## src/rtl/linear_layer_start_sync_fifo.sv

```systemverilog
// Shift-register FIFO carrying start tokens between linear-layer stages.
// All flags are registered from the next occupancy value; error flags are sticky.
module linear_layer_start_sync_fifo #(
  parameter int DATA_WIDTH   = 1,
  parameter int ADDR_WIDTH   = 1,
  parameter int DEPTH        = 2,
  parameter int AFULL_THRESH = DEPTH - 1
) (
  input  logic                  clk,
  input  logic                  reset,
  input  logic                  if_write_ce,
  input  logic                  if_write,
  input  logic [DATA_WIDTH-1:0] if_din,
  output logic                  if_full_n,
  input  logic                  if_read_ce,
  input  logic                  if_read,
  output logic [DATA_WIDTH-1:0] if_dout,
  output logic                  if_empty_n,
  output logic [ADDR_WIDTH:0]   if_num_data_valid,
  output logic                  if_almost_full,
  output logic                  err_overflow,
  output logic                  err_underflow
);

  localparam int              CNT_W   = ADDR_WIDTH + 1;
  localparam logic [CNT_W-1:0] DEPTH_C = CNT_W'(DEPTH);
  localparam logic [CNT_W-1:0] AFULL_C = CNT_W'(AFULL_THRESH);

  logic [DATA_WIDTH-1:0] mem_q [DEPTH];
  logic [CNT_W-1:0]      count_q, count_d;
  logic                  full_n_q, empty_n_q, afull_q, ovf_q, unf_q;
  logic                  wr_req, rd_req, push, pop;

  assign wr_req = if_write & if_write_ce;
  assign rd_req = if_read  & if_read_ce;
  // A write at full is refused even when a read frees a slot in the same cycle.
  assign push   = wr_req & full_n_q;
  assign pop    = rd_req & empty_n_q;

  always_comb begin
    // NOTE: default first so every path assigns count_d and no latch is inferred.
    count_d = count_q;
    if (push && !pop) begin
      count_d = count_q + CNT_W'(1);
    end else if (pop && !push) begin
      count_d = count_q - CNT_W'(1);
    end
  end

  always_ff @(posedge clk) begin
    // NOTE: non-blocking assignments for all sequential state.
    if (reset) begin
      count_q   <= '0;
      full_n_q  <= 1'b1;
      empty_n_q <= 1'b0;
      afull_q   <= 1'b0;
      ovf_q     <= 1'b0;
      unf_q     <= 1'b0;
    end else begin
      count_q   <= count_d;
      full_n_q  <= (count_d < DEPTH_C);
      empty_n_q <= (count_d != '0);
      afull_q   <= (count_d >= AFULL_C);
      ovf_q     <= ovf_q | (wr_req & ~full_n_q);
      unf_q     <= unf_q | (rd_req & ~empty_n_q);
    end
  end

  // NOTE: storage is deliberately not reset; clearing count alone discards the entries.
  always_ff @(posedge clk) begin
    if (push && !reset) begin
      mem_q[0] <= if_din;
      for (int i = 1; i < DEPTH; i++) begin
        mem_q[i] <= mem_q[i-1];
      end
    end
  end

  // Oldest entry sits at index count-1; index 0 is presented when empty.
  always_comb begin
    if_dout = mem_q[0];
    for (int i = 1; i < DEPTH; i++) begin
      if (count_q == CNT_W'(i + 1)) begin
        if_dout = mem_q[i];
      end
    end
  end

  assign if_full_n         = full_n_q;
  assign if_empty_n        = empty_n_q;
  assign if_num_data_valid = count_q;
  assign if_almost_full    = afull_q;
  assign err_overflow      = ovf_q;
  assign err_underflow     = unf_q;

endmodule

```

## config.mk

```make
export PLATFORM = sky130hd
export DESIGN_NAME = linear_layer_start_sync_fifo
export DESIGN_NICKNAME = d
export VERILOG_FILES = /design/src/rtl/linear_layer_start_sync_fifo.sv
export SDC_FILE = /design/constraint.sdc
export NUM_CORES = 1
export LEC_CHECK = 0
export BUFFER_PORTS_ARGS = -buffer_cell sky130_fd_sc_hd__buf_2
export CAP_MARGIN = 10
export CORE_AREA = 2 2 39 41
export CTS_CLUSTER_DIAMETER = 150
export DETAILED_ROUTE_END_ITERATION = 8
export DIE_AREA = 0 0 41 43
export GPL_TIMING_DRIVEN = 1
export MAX_ROUTING_LAYER = met4
export PLACE_DENSITY = 0.51
export SLEW_MARGIN = 10
export SYNTH_ARGS = -nofsm -noshare
export SYNTH_HDL_FRONTEND = slang
export SYNTH_SLANG_ARGS = --single-unit
```

## constraint.sdc

```tcl
create_clock -name clk -period 1.75 [get_ports clk]
set_input_delay 0.2625 -clock clk [delete_from_list [all_inputs] [get_ports clk]]
set_output_delay 0.2625 -clock clk [all_outputs]
set_load 0.05 [all_outputs]
```

# After elaboration in Yosys (flattened, before gate mapping)
# Memory sizes are Yosys's and may differ from the RTL's.
# Cells that the tools add are included.
[word_totals] ramBits=2 output_inout_bits=8 ff_bits=7 word_cells=34 n_memories=1
[memory_table] name="mem_q" depth=2 word_bits=1 read_ports=2 rd_ports_with_merged_regs=0 write_ports=2 line="29" rtl="logic [DATA_WIDTH-1:0] mem_q [DEPTH];"
[classes] bitwise=10 addsub=2 order_cmp=2 eq_ne=1 reduce_logical=7 muxes=5
[ops] operator="$and 1x1->1" n=6
[ops] operator="$mux 2" n=2
[ops] operator="$logic_and 1x1->1" n=3
[ops] operator="$logic_not 1->1" n=3
[ops] operator="$mux 1" n=3
[ops] operator="$add 2x1->2 const B" n=1
[ops] operator="$eq 2x2->1 const B" n=1
[ops] operator="$ge 2x1->1 const B" n=1
[ops] operator="$lt 2x2->1 const B" n=1
[ops] operator="$not 1->1" n=2
[ops] operator="$or 1x1->1" n=2
[ops] operator="$reduce_bool 2->1" n=1
[ops] operator="$sub 2x1->2 const B" n=1

# Longest topological paths before layout
[logic_depth] depth_word=7 ltp_mapped=5 mapped_depth_nobuf=5

# Least setup slack after synthesis
# Ideal clock, no wire load.
[synth_path] path_type="reg2out" from="register count_q[0] (netlist: if_num_data_valid[0])" to="output port if_dout" setup_slack_ns=-0.022 stages_incl_launch_ff=4 arrival_ns=1.510 n_path_buf=0 path_cell_list="dfxtp_1 -> inv_1 -> ha_1 -> mux2_1"
[synth_via] elab_chain_len=2
[synth_rtl] element="start, declared" line="30" rtl="logic [CNT_W-1:0] count_q, count_d;"
[synth_rtl] element="start signal, assigned" line="60" rtl="count_q <= count_d;"
[synth_rtl] element="$eq 2x2->1" line="83" rtl="if (count_q == CNT_W'(i + 1)) begin"
[synth_rtl] element="$mux 1" line="83"
[synth_rtl] element="end, declared" line="17" rtl="output logic [DATA_WIDTH-1:0] if_dout,"
# No other way between the ends.

# Worst setup path in the final report
# Ends and elaborated chain as after synthesis.

==> run metrics <==
buffer type at the clock tree root clkbuf_4; synthesized instance count 36; grt ovf 0; CTS Buf Count 3; Final Instance Area 457.9 sq um; initial detailed-routing violation count 0; MaxCap Viol Count 0; Vias 287; syn_nets 44; crit path DAT 1.37 ns; CP bufs+invs 2; Via density 4.284; drt wl/cell approximately 9.8 microns; P_int slightly above 400 uW; # fillers 148; fmax 614.4 MHz; Synth warnings 0; sequential power share 34.5%; #FFs+latches synth 8; status completed; FFs w/ async S/R, synth 0%; FF-to-FF Start if_empty_n; clock sinks 8; CTS Hold Bufs 0; Max Buffers Root-to-Sink 2; Worst setup SP type flip-flop; Final Max Tran Viols 0; Pre-antenna DRT Iters 1; Synth Cell Area 359.1 sq um; area share of the leading cell type in the synthesized netlist about a third; WHS Endpoint mem_q[0][0]; maximum fanout along the worst path 4; total I/O pin count 15; htree depth 1; Crit. End Element output pin; die span in x 41 microns; core area 1384 sq um; Core Util, Final 33.09%; pin count of the biggest net entering global routing 8; Hold Path Stages 1; Netlist cell types 20; crit-path cells inv_1 -> ha_1 -> mux2_1 -> buf_2; Placed Area around 440 sq um; Final period util approximately 93%; total power 749.6 uW; share of cells above drive strength 1 39.22%; RSZ-0062 raised after global routing no; Reg2Reg Depth 4; Post-CTS Setup Inserts 0; clock network power share 18.5%; starting density of the core 25.95%; largest area contributor in the netlist dfxtp_1; Worst path slowest cell dfxtp_2; sw power 338.9 uW; Clk Latency, worst-skew pair between 0.2 and 0.3 ns; Die Y 43 microns; Layout Nets between 60 and 70; Seq/Total Area, Yosys between 50% and 60%; Static Leak 0.0002107 uW; Hold Violations, Final 0; worst path required time 1.49 ns; initial antenna violation count 0; vias in the first global route ~240; prevailing post-synth register cell dfxtp_1; gr usage total under 10%; Period minus WS final 1.628 ns; worst reg2reg endpoint if_full_n; area occupied by multi-input gates 152.6 sq um; Syn Area/Cell 9.975 sq um; hold path start if_din; combinational power share 47.0%; # setup viols final 0; Resized Gates After CTS 0; gpl congestion 0.7227; Worst Max-Slew Pin Slew 0.2515 ns; row cnt 14; Clock Pin Slew Worst Setup and Hold Paths 0.06 ns; crit-path leading delay family flip-flops; Post-DP HPWL 526.1 microns; # diodes 0; Critical Path Max Stage Delay 0.34 ns; EDFF count, synth 2; CTS tree built; crit path kind reg2out; PD cells 1637 nW/um^2; worst min path class in2reg; flop2flop setup slack 0.38 ns; synth top area cells dfxtp_1 (33%), edfxtp_1 (17%), nor2_1 (6.3%); port bufs 14; setup tns final 0 ns; relative slew slack approximately 83%; drt drc 0; most instantiated cells after synthesis dfxtp_1 (6), nor2_1 (6), inv_1 (3); Syn-to-layout area delta 27.53%; Final ANT Viol Nets 0; first-pass GRT wire length 917 microns; total wire length around 660 microns; Reg area 181.4 sq um; die area 1763 sq um; peak supply drop 0.5909 mV; Sw Share 45.22%; Setup Skew between 0.004 and 0.005 ns
==> worst reg2reg max path: stages (launching register included) <==
cell and delay, ns:
dfxtp_1 0.36, and3_1 0.29, nand2_2 0.10, and3_1 0.18, or3_1 0.33
==> state kept, by name, summed over array words and instances, names as in the netlist <==
register           flops
err_overflow           1
err_underflow          1
if_empty_n             1
if_full_n              1
if_num_data_valid      2
mem_q                  2
==> cell type report <==
type | instances | area share, %
clock buffers | 3 | 4.918
inverters | 3 | 2.459
multi-input cells | 23 | 33.33
flip-flops and latches | 8 | 39.62
well taps | 16 | 4.372
repair buffers | 14 | 15.30
==> power groups by stage <==
stage          Combinational, uW  Sequential (uW)  Clock [uW]
2_1_floorplan                180              379           0
6_report                     352              259         139
3_3_place_gp                 355              261           0
4_1_cts                      355              259         141
3_5_place_dp                 354              264           0
5_1_grt                      377              263         151
==> cell families (layout without fill, tap and decap cells) <==
group | after synthesis | count (layout) | share of synthesized area, %
adders and majority gates | 1 | 1 | 3.484
and+or+nand+nor | 13 | 13 | 19.51
xor gates and xnor gates | 2 | 2 | 4.879
muxes | 1 | 1 | 3.136
DFF | 8 | 8 | 50.18
AOI/OAI and AO/OA | 6 | 6 | 11.50
buffers and inverters | 5 | 20 | 7.316
==> stage by stage <==
| step | hold WS, ns | setup WS [ns] | std cells |
|---|---|---|---|
| floorplan | 0.3275 | 0.06096 | 36 |
| global placement | 0.4423 | 0.3937 | 64 |
| detailed placement | 0.4422 | 0.3791 | 64 |
| CTS | 0.1858 | 0.1116 | 67 |
| global route | 0.1894 | 0.03856 | 67 |
| finish | 0.1933 | 0.1223 | 67 |
==> layout by cell type (no fill, tap or decap), drive strengths merged, types with 2 or more instances in the layout <==
master / n
nor2: 6
clkbuf: 3
edfxtp: 2
inv: 3
a31oi: 2
dfxtp: 6
and3: 2
buf: 14
==> worst max path at each step <==
stage                         startpoint  endpoint  cells past startpoint
floorplan           if_num_data_valid[1]   if_dout                      2
global placement    if_num_data_valid[0]   if_dout                      4
detailed placement  if_num_data_valid[0]   if_dout                      4
CTS                 if_num_data_valid[0]   if_dout                      4
global route        if_num_data_valid[0]   if_dout                      4
finish              if_num_data_valid[0]   if_dout                      4
==> metal layers <==
layer | up-vias | wire, microns | part of all wire [%] | GRT usage (%)
met3 | 0 | 18 | 2.7 | 1.571
met1 | 123 | 334 | 51 | 8.360
met5 | - | 0 | 0 | -
li1 | 158 | - | - | -
met2 | 6 | 302 | 46 | 11.88
met4 | 0 | 0 | 0 | 8.000
Note: power is estimated with default switching activity, not from simulation.
